$ cat src/rtl/dma_desc_ring.sv
// Multi-channel DMA descriptor store with per-channel ring sequencing.
// The host writes {page addr, length} descriptors into disabled channels. Each enabled channel
// prefetches the descriptor at its ring index, holds it valid until the DMA engine advances, and
// then steps to the next index, wrapping after ch_last.
module dma_desc_ring #(
  parameter int unsigned DMA_BUFFS_BITS = 5,
  parameter int unsigned CHANNELS       = 2,
  parameter int unsigned ADDR_HI_BITS   = 20,
  parameter int unsigned LEN_BITS       = 12,
  localparam int unsigned CH_BITS       = (CHANNELS > 1) ? $clog2(CHANNELS) : 1
) (
  input  logic                               s_ul_clk,
  input  logic                               rst,
  input  logic [CH_BITS+DMA_BUFFS_BITS-1:0]  s_ul_waddr,
  input  logic [31:0]                        s_ul_wdata,
  input  logic                               s_ul_wvalid,
  output logic                               wr_drop,
  input  logic [CHANNELS-1:0]                ch_en,
  input  logic [CHANNELS*DMA_BUFFS_BITS-1:0] ch_last,
  input  logic [CHANNELS-1:0]                ch_advance,
  output logic [CHANNELS-1:0]                ch_valid,
  output logic [CHANNELS*DMA_BUFFS_BITS-1:0] ch_bufno,
  output logic [CHANNELS*ADDR_HI_BITS-1:0]   ch_addr,
  output logic [CHANNELS*LEN_BITS-1:0]       ch_len
);

  localparam int unsigned DW    = ADDR_HI_BITS + LEN_BITS;
  localparam int unsigned AW    = CH_BITS + DMA_BUFFS_BITS;
  localparam int unsigned Depth = CHANNELS << DMA_BUFFS_BITS;

  typedef logic [DMA_BUFFS_BITS-1:0] idx_t;
  typedef logic [CH_BITS-1:0]        ch_t;

  // Descriptor RAM and its registered read port
  logic [DW-1:0] mem [Depth];
  logic [DW-1:0] rd_data_q;
  logic [AW-1:0] rd_addr;
  logic          rd_vld_q;
  ch_t           rd_ch_q;

  // Per-channel state
  logic [CHANNELS-1:0]     valid_q, valid_d;
  logic [CHANNELS-1:0]     pend_q, pend_d;
  idx_t                    bufno_q [CHANNELS];
  idx_t                    bufno_d [CHANNELS];
  logic [ADDR_HI_BITS-1:0] addr_q  [CHANNELS];
  logic [ADDR_HI_BITS-1:0] addr_d  [CHANNELS];
  logic [LEN_BITS-1:0]     len_q   [CHANNELS];
  logic [LEN_BITS-1:0]     len_d   [CHANNELS];
  idx_t                    last_c;

  // Arbiter
  logic [CHANNELS-1:0] need;
  logic                grant;
  ch_t                 grant_ch;
  ch_t                 cand;
  ch_t                 last_q, last_d;

  // Write decode
  ch_t  wr_ch;
  logic wr_in_range;
  logic wr_hit_en;
  logic wr_accept;
  logic wr_drop_d, wr_drop_q;

  // Decode host writes: accept into disabled channels, flag writes to enabled ones
  always_comb begin
    wr_ch       = s_ul_waddr[AW-1:DMA_BUFFS_BITS];
    wr_in_range = 32'(wr_ch) < CHANNELS;
    wr_hit_en   = wr_in_range && ch_en[wr_ch];
    wr_accept   = s_ul_wvalid && wr_in_range && !wr_hit_en;
    wr_drop_d   = s_ul_wvalid && wr_hit_en;
  end

  // Round-robin pick of one channel needing a fetch, searching after the last grant
  always_comb begin
    need     = ch_en & ~valid_q & ~pend_q;
    grant    = 1'b0;
    grant_ch = '0;
    cand     = '0;
    for (int unsigned i = 1; i <= CHANNELS; i++) begin
      cand = ch_t'((32'(last_q) + i) % CHANNELS);
      if (!grant && need[cand]) begin
        grant    = 1'b1;
        grant_ch = cand;
      end
    end
    rd_addr = {grant_ch, bufno_q[grant_ch]};
    last_d  = grant ? grant_ch : last_q;
  end

  // RAM write port and registered read port; contents are not reset
  always_ff @(posedge s_ul_clk) begin
    if (wr_accept) begin
      mem[s_ul_waddr] <= s_ul_wdata[DW-1:0];
    end
    if (grant) begin
      rd_data_q <= mem[rd_addr];
    end
  end

  // Per-channel next state: disable, fetch return, fetch issue, advance
  always_comb begin
    valid_d = valid_q;
    pend_d  = pend_q;
    bufno_d = bufno_q;
    addr_d  = addr_q;
    len_d   = len_q;
    last_c  = '0;
    for (int c = 0; c < CHANNELS; c++) begin
      last_c = ch_last[c*DMA_BUFFS_BITS +: DMA_BUFFS_BITS];
      if (!ch_en[c]) begin
        // Clearing pend here is what discards a read already in flight
        valid_d[c] = 1'b0;
        pend_d[c]  = 1'b0;
        bufno_d[c] = '0;
      end else begin
        if (rd_vld_q && (rd_ch_q == ch_t'(c)) && pend_q[c]) begin
          valid_d[c] = 1'b1;
          pend_d[c]  = 1'b0;
          addr_d[c]  = rd_data_q[DW-1:LEN_BITS];
          len_d[c]   = rd_data_q[LEN_BITS-1:0];
        end else if (grant && (grant_ch == ch_t'(c))) begin
          pend_d[c] = 1'b1;
        end
        // Advance on an invalid descriptor is ignored; >= also recovers from a shrunk ch_last
        if (ch_advance[c] && valid_q[c]) begin
          valid_d[c] = 1'b0;
          bufno_d[c] = (bufno_q[c] >= last_c) ? '0 : bufno_q[c] + idx_t'(1);
        end
      end
    end
  end

  // State registers; arbiter pointer resets so channel 0 is served first
  always_ff @(posedge s_ul_clk or posedge rst) begin
    if (rst) begin
      valid_q   <= '0;
      pend_q    <= '0;
      bufno_q   <= '{default: '0};
      addr_q    <= '{default: '0};
      len_q     <= '{default: '0};
      last_q    <= ch_t'(CHANNELS - 1);
      rd_vld_q  <= 1'b0;
      rd_ch_q   <= '0;
      wr_drop_q <= 1'b0;
    end else begin
      valid_q   <= valid_d;
      pend_q    <= pend_d;
      bufno_q   <= bufno_d;
      addr_q    <= addr_d;
      len_q     <= len_d;
      last_q    <= last_d;
      rd_vld_q  <= grant;
      rd_ch_q   <= grant_ch;
      wr_drop_q <= wr_drop_d;
    end
  end

  // Flatten per-channel registers onto the output buses
  always_comb begin
    ch_valid = valid_q;
    wr_drop  = wr_drop_q;
    ch_bufno = '0;
    ch_addr  = '0;
    ch_len   = '0;
    for (int c = 0; c < CHANNELS; c++) begin
      ch_bufno[c*DMA_BUFFS_BITS +: DMA_BUFFS_BITS] = bufno_q[c];
      ch_addr[c*ADDR_HI_BITS +: ADDR_HI_BITS]      = addr_q[c];
      ch_len[c*LEN_BITS +: LEN_BITS]               = len_q[c];
    end
  end

endmodule

$ cat config.mk
export PLATFORM = sky130hd
export DESIGN_NAME = dma_desc_ring
export DESIGN_NICKNAME = d
export VERILOG_FILES = /design/src/rtl/dma_desc_ring.sv
export SDC_FILE = /design/constraint.sdc
export NUM_CORES = 2
export LEC_CHECK = 0
export ABC_AREA = 0
export CORE_ASPECT_RATIO = 1.25
export CORE_MARGIN = 5
export CORE_UTILIZATION = 40
export CTS_CLUSTER_DIAMETER = 200
export DETAILED_ROUTE_END_ITERATION = 6
export DONT_BUFFER_PORTS = 1
export MAX_ROUTING_LAYER = met4
export PLACE_DENSITY = 0.52
export SETUP_SLACK_MARGIN = 0.4
export SYNTH_ARGS = -nofsm -noshare
export SYNTH_HDL_FRONTEND = slang
export SYNTH_SLANG_ARGS = --single-unit
$ cat constraint.sdc
create_clock -name s_ul_clk -period 7.4 [get_ports s_ul_clk]
set_clock_uncertainty 0.1 [all_clocks]
set_input_delay 1.11 -clock s_ul_clk [delete_from_list [all_inputs] [get_ports s_ul_clk]]
set_output_delay 1.11 -clock s_ul_clk [all_outputs]
set_load 0.05 [all_outputs]
==> summary.md <==
| Metric | Value |
|---|---|
| Status | `complete, no violations` |
| Worst path max stage delay | `around 0.93 ns` |
| CP Class | `reg2reg` |
| First-pass detailed-route iteration total | `6` |
| Most common cell on crit path | `buf_12` |
| Leak pwr | `between 30 and 40 nW` |
| Clk pin slew, worst setup/hold paths | `roughly 0.07 ns` |
| Critical path cell sequence | `nor3b_1 -> a21o_1 -> buf_4 -> mux2i_4 -> buf_12 -> buf_12 -> mux2i_1 -> o22ai_1 -> o31a_1 -> a31oi_1 -> nand4_1` |
| Placed insts | `7790` |
| Crit. End Element | `register` |
| Top Layer Used | `met4` |
| Routed wl met2 | `about 130000 µm` |
| Mean post-synth cell area | `16.0 µm²` |
| Synth top area cells | `edfxtp_1, mux2i_1, nand2_1` |
| Drt total wl | `around 270000 µm` |
| Worst skew pair latency | `0.86 ns` |
| Share of layout cells above drive strength 1 | `between 10% and 20%` |
| DP Worst Slack | `roughly 1.1 ns` |
| Fin crit share | `between 70 and 80%` |
| Peak supply drop | `between 150 and 200 µV` |
| Final Max Slew Viols | `0` |
| GP Congestion | `about 0.85` |
| CP Data Required Time | `approximately 8 ns` |
| Largest net degree at the start of global routing | `roughly 100` |
| Yosys warnings | `0` |
| TNS Setup | `0 ns` |
| CTS tree | `yes` |
| Std cell rows | `between 150 and 200` |
| Count leader, synth | `edfxtp_1` |
| Fin. Hold Viols | `0` |
| Setup crit start kind | `register` |
| Core outline area | `a little over 200000 µm²` |
| Peak fanout along the critical path | `60` |
| Setup violators final | `0` |
| Sink Count | `2162` |
| Synth area leader | `edfxtp_1` |
| Post-CTS resize count | `0` |
| Met1 wire length | `around 110000 µm` |
| Starting Density | `between 40% and 50%` |
| Mapped Cells | `around 5200` |
| DPL Wire Length | `roughly 150000 µm` |
| Slew @ Worst Pin | `between 1 and 1.5 ns` |
| PwrDens | `approximately 280 nW/µm²` |
| TritonCTS Buffers | `~210` |
| Synth cell types | `53` |
| Asr flop ratio synth | `~3.8%` |
| Initial antenna violation count | `33` |
| # DRC | `0` |
| Min Tclk post-route | `5.81 ns` |
| Total number of vias | `47700` |
| Congestion Overflow GR | `0` |
| Area delta synth->final | `13.1%` |
| Synthesized area | `approximately 83000 µm²` |
| I/O pin total | `132` |
| Post-synth EDFFs | `around 2100` |
| Root Driver | `clkbuf_16` |
| Total Power | `around 26 mW` |
| Die area | `~220000 µm²` |
| Chip width | `418 µm` |
| Metal3 WL | `between 20000 and 25000 µm` |
| Yosys reg bits | `around 2200` |
| Number of hold buffers added after CTS | `0` |
| FMAX | `roughly 0.17 GHz` |
| Vias in the first global route | `46000` |
| Max Cap Viol | `0` |
| RSZ-0062 raised after global routing | `no` |
| Main synth FF type | `edfxtp_1` |
| Initial DRC count | `6187` |
| Crit-path slowest cell | `mux2i_4` |
| Top post-synthesis cells by count | `edfxtp_1, nand2_1, mux2i_1, nand3_1, o22ai_1` |
| ANT nets after route | `0` |
| Finished Layout Cells | `roughly 8200` |
| Final worst slack | `1.59 ns` |
| GRT Overall Usage | `25.1%` |
| First-pass GRT wire length | `approximately 370000 µm` |
| Layout Nets | `~5300` |
| Register area share after synthesis | `77.6%` |
| Number of port buffers | `0` |
| Post-route cell area | `about 94000 µm²` |
| Drt via density | `approximately 5.8` |
| Longest Clk Path Bufs | `3` |
| Worst rel slew slack | `~6%` |
| Share of Yosys cell area claimed by the top area cell type | `roughly 75%` |
| Syn Nets | `~5200` |
| Cell Area, Placed | `87500 µm²` |
| WP data arrival | `6.21 ns` |
| Hold Path Class | `in2async` |
| H-tree Lvls | `4` |
| Die Y | `around 520 µm` |
| DR WL/cell | `approximately 33 µm` |
| Post-CTS setup buffers | `0` |
-- cells by family after synthesis --
family	share of synthesized area [%]
flops	77.6
buf+inv	1.84
fa+ha+maj	0.181
compound gates	5.63
simple gates	7.03
mux	7.67
-- path summary, 6_finish.rpt --
kind	endpoint	slack, ns	startpoint	cells past startpoint
max	rd_data_q[15]	1.59	ch_valid[0]	11
max in group asynchronous	ch_addr[38]	6.00	rst	2
min	ch_len[22]	0.05	rst	1
min reg2reg	last_q	0.39	last_q	1
min in group s_ul_clk	mem[10][0]	0.26	s_ul_wdata[0]	0
max reg2reg	rd_data_q[15]	1.59	ch_valid[0]	11
-- sequential cells by signal, indices dropped and copies added, names as in the netlist --
name and cells:
ch_valid 2, rd_data_q 32, last_q 1, ch_addr 40, rd_vld_q 1, rd_ch_q 1, mem 2048, ch_bufno 10
ch_len 24, pend_q 2, wr_drop 1
-- layout make-up --
type	count	area, µm²
antenna	43	108
clock buffer	262	5510
clock inverter	115	843
fill	18100	113000
inverter	19	72.6
multi-input combinational	2684	17800
sequential	2162	64500
tap	2740	3430
timing repair buffer	185	1720
-- metrics by stage --
step | hold slack (ns) | utilization, %
global placement | 0.391 | 42.2
floorplan | 0.366 | -
global route | 0.0477 | 45.3
detailed placement | 0.379 | 42.2
CTS | 0.00230 | 45.3
finish | 0.0450 | 45.3
-- report_power, final --
group	total, mW	switching [mW]	internal (mW)
clock	10.2	4.60	5.56
combinational	1.31	0.848	0.460
sequential	14.6	0.903	13.7
total	26.1	6.35	19.7
-- routing by layer --
layer  GRT usage, %  up-vias
li1               -    20300
met1           32.0    25000
met2           40.5     1982
met3           4.05      402
met4           10.2        0
met5              -        -
-- cells in the final DEF (no fill, tap or decap), types with 7 or more instances in the layout --
cell type     n
o22ai_1     247
and2_1        8
clkbuf_16   211
nor2b_1       9
a311oi_1     14
nand3b_1      7
nand2b_1      7
a32o_1       19
diode_2      43
a211oi_1     32
o221ai_1     63
mux2i_1     531
nor2_4       66
bufinv_16     9
a21oi_1      46
buf_4       158
mux2_2       90
ha_1         12
o21ai_1      16
inv_1        17
clkinv_1     58
nand2_1     810
o31a_1       22
buf_12       26
o21ai_0     104
dfrtp_1      81
nand4_1      85
and3_1       36
a31oi_1     105
nand4b_1      7
clkbuf_1     47
nor3_1       16
nor2_1       13
clkinv_2     34
edfxtp_1   2080
nand3_1     251
-- critical path, delay by kind of cell, from the launching register on --
kind | cells | cell delay [ns]
and+or+nand+nor | 2 | 0.68
AOI/OAI and AO/OA | 4 | 1.55
buffers and inverters | 3 | 1.16
muxes | 2 | 1.16
DFF | 1 | 0.60
No activity file was read; power rests on OpenSTA's default activity.
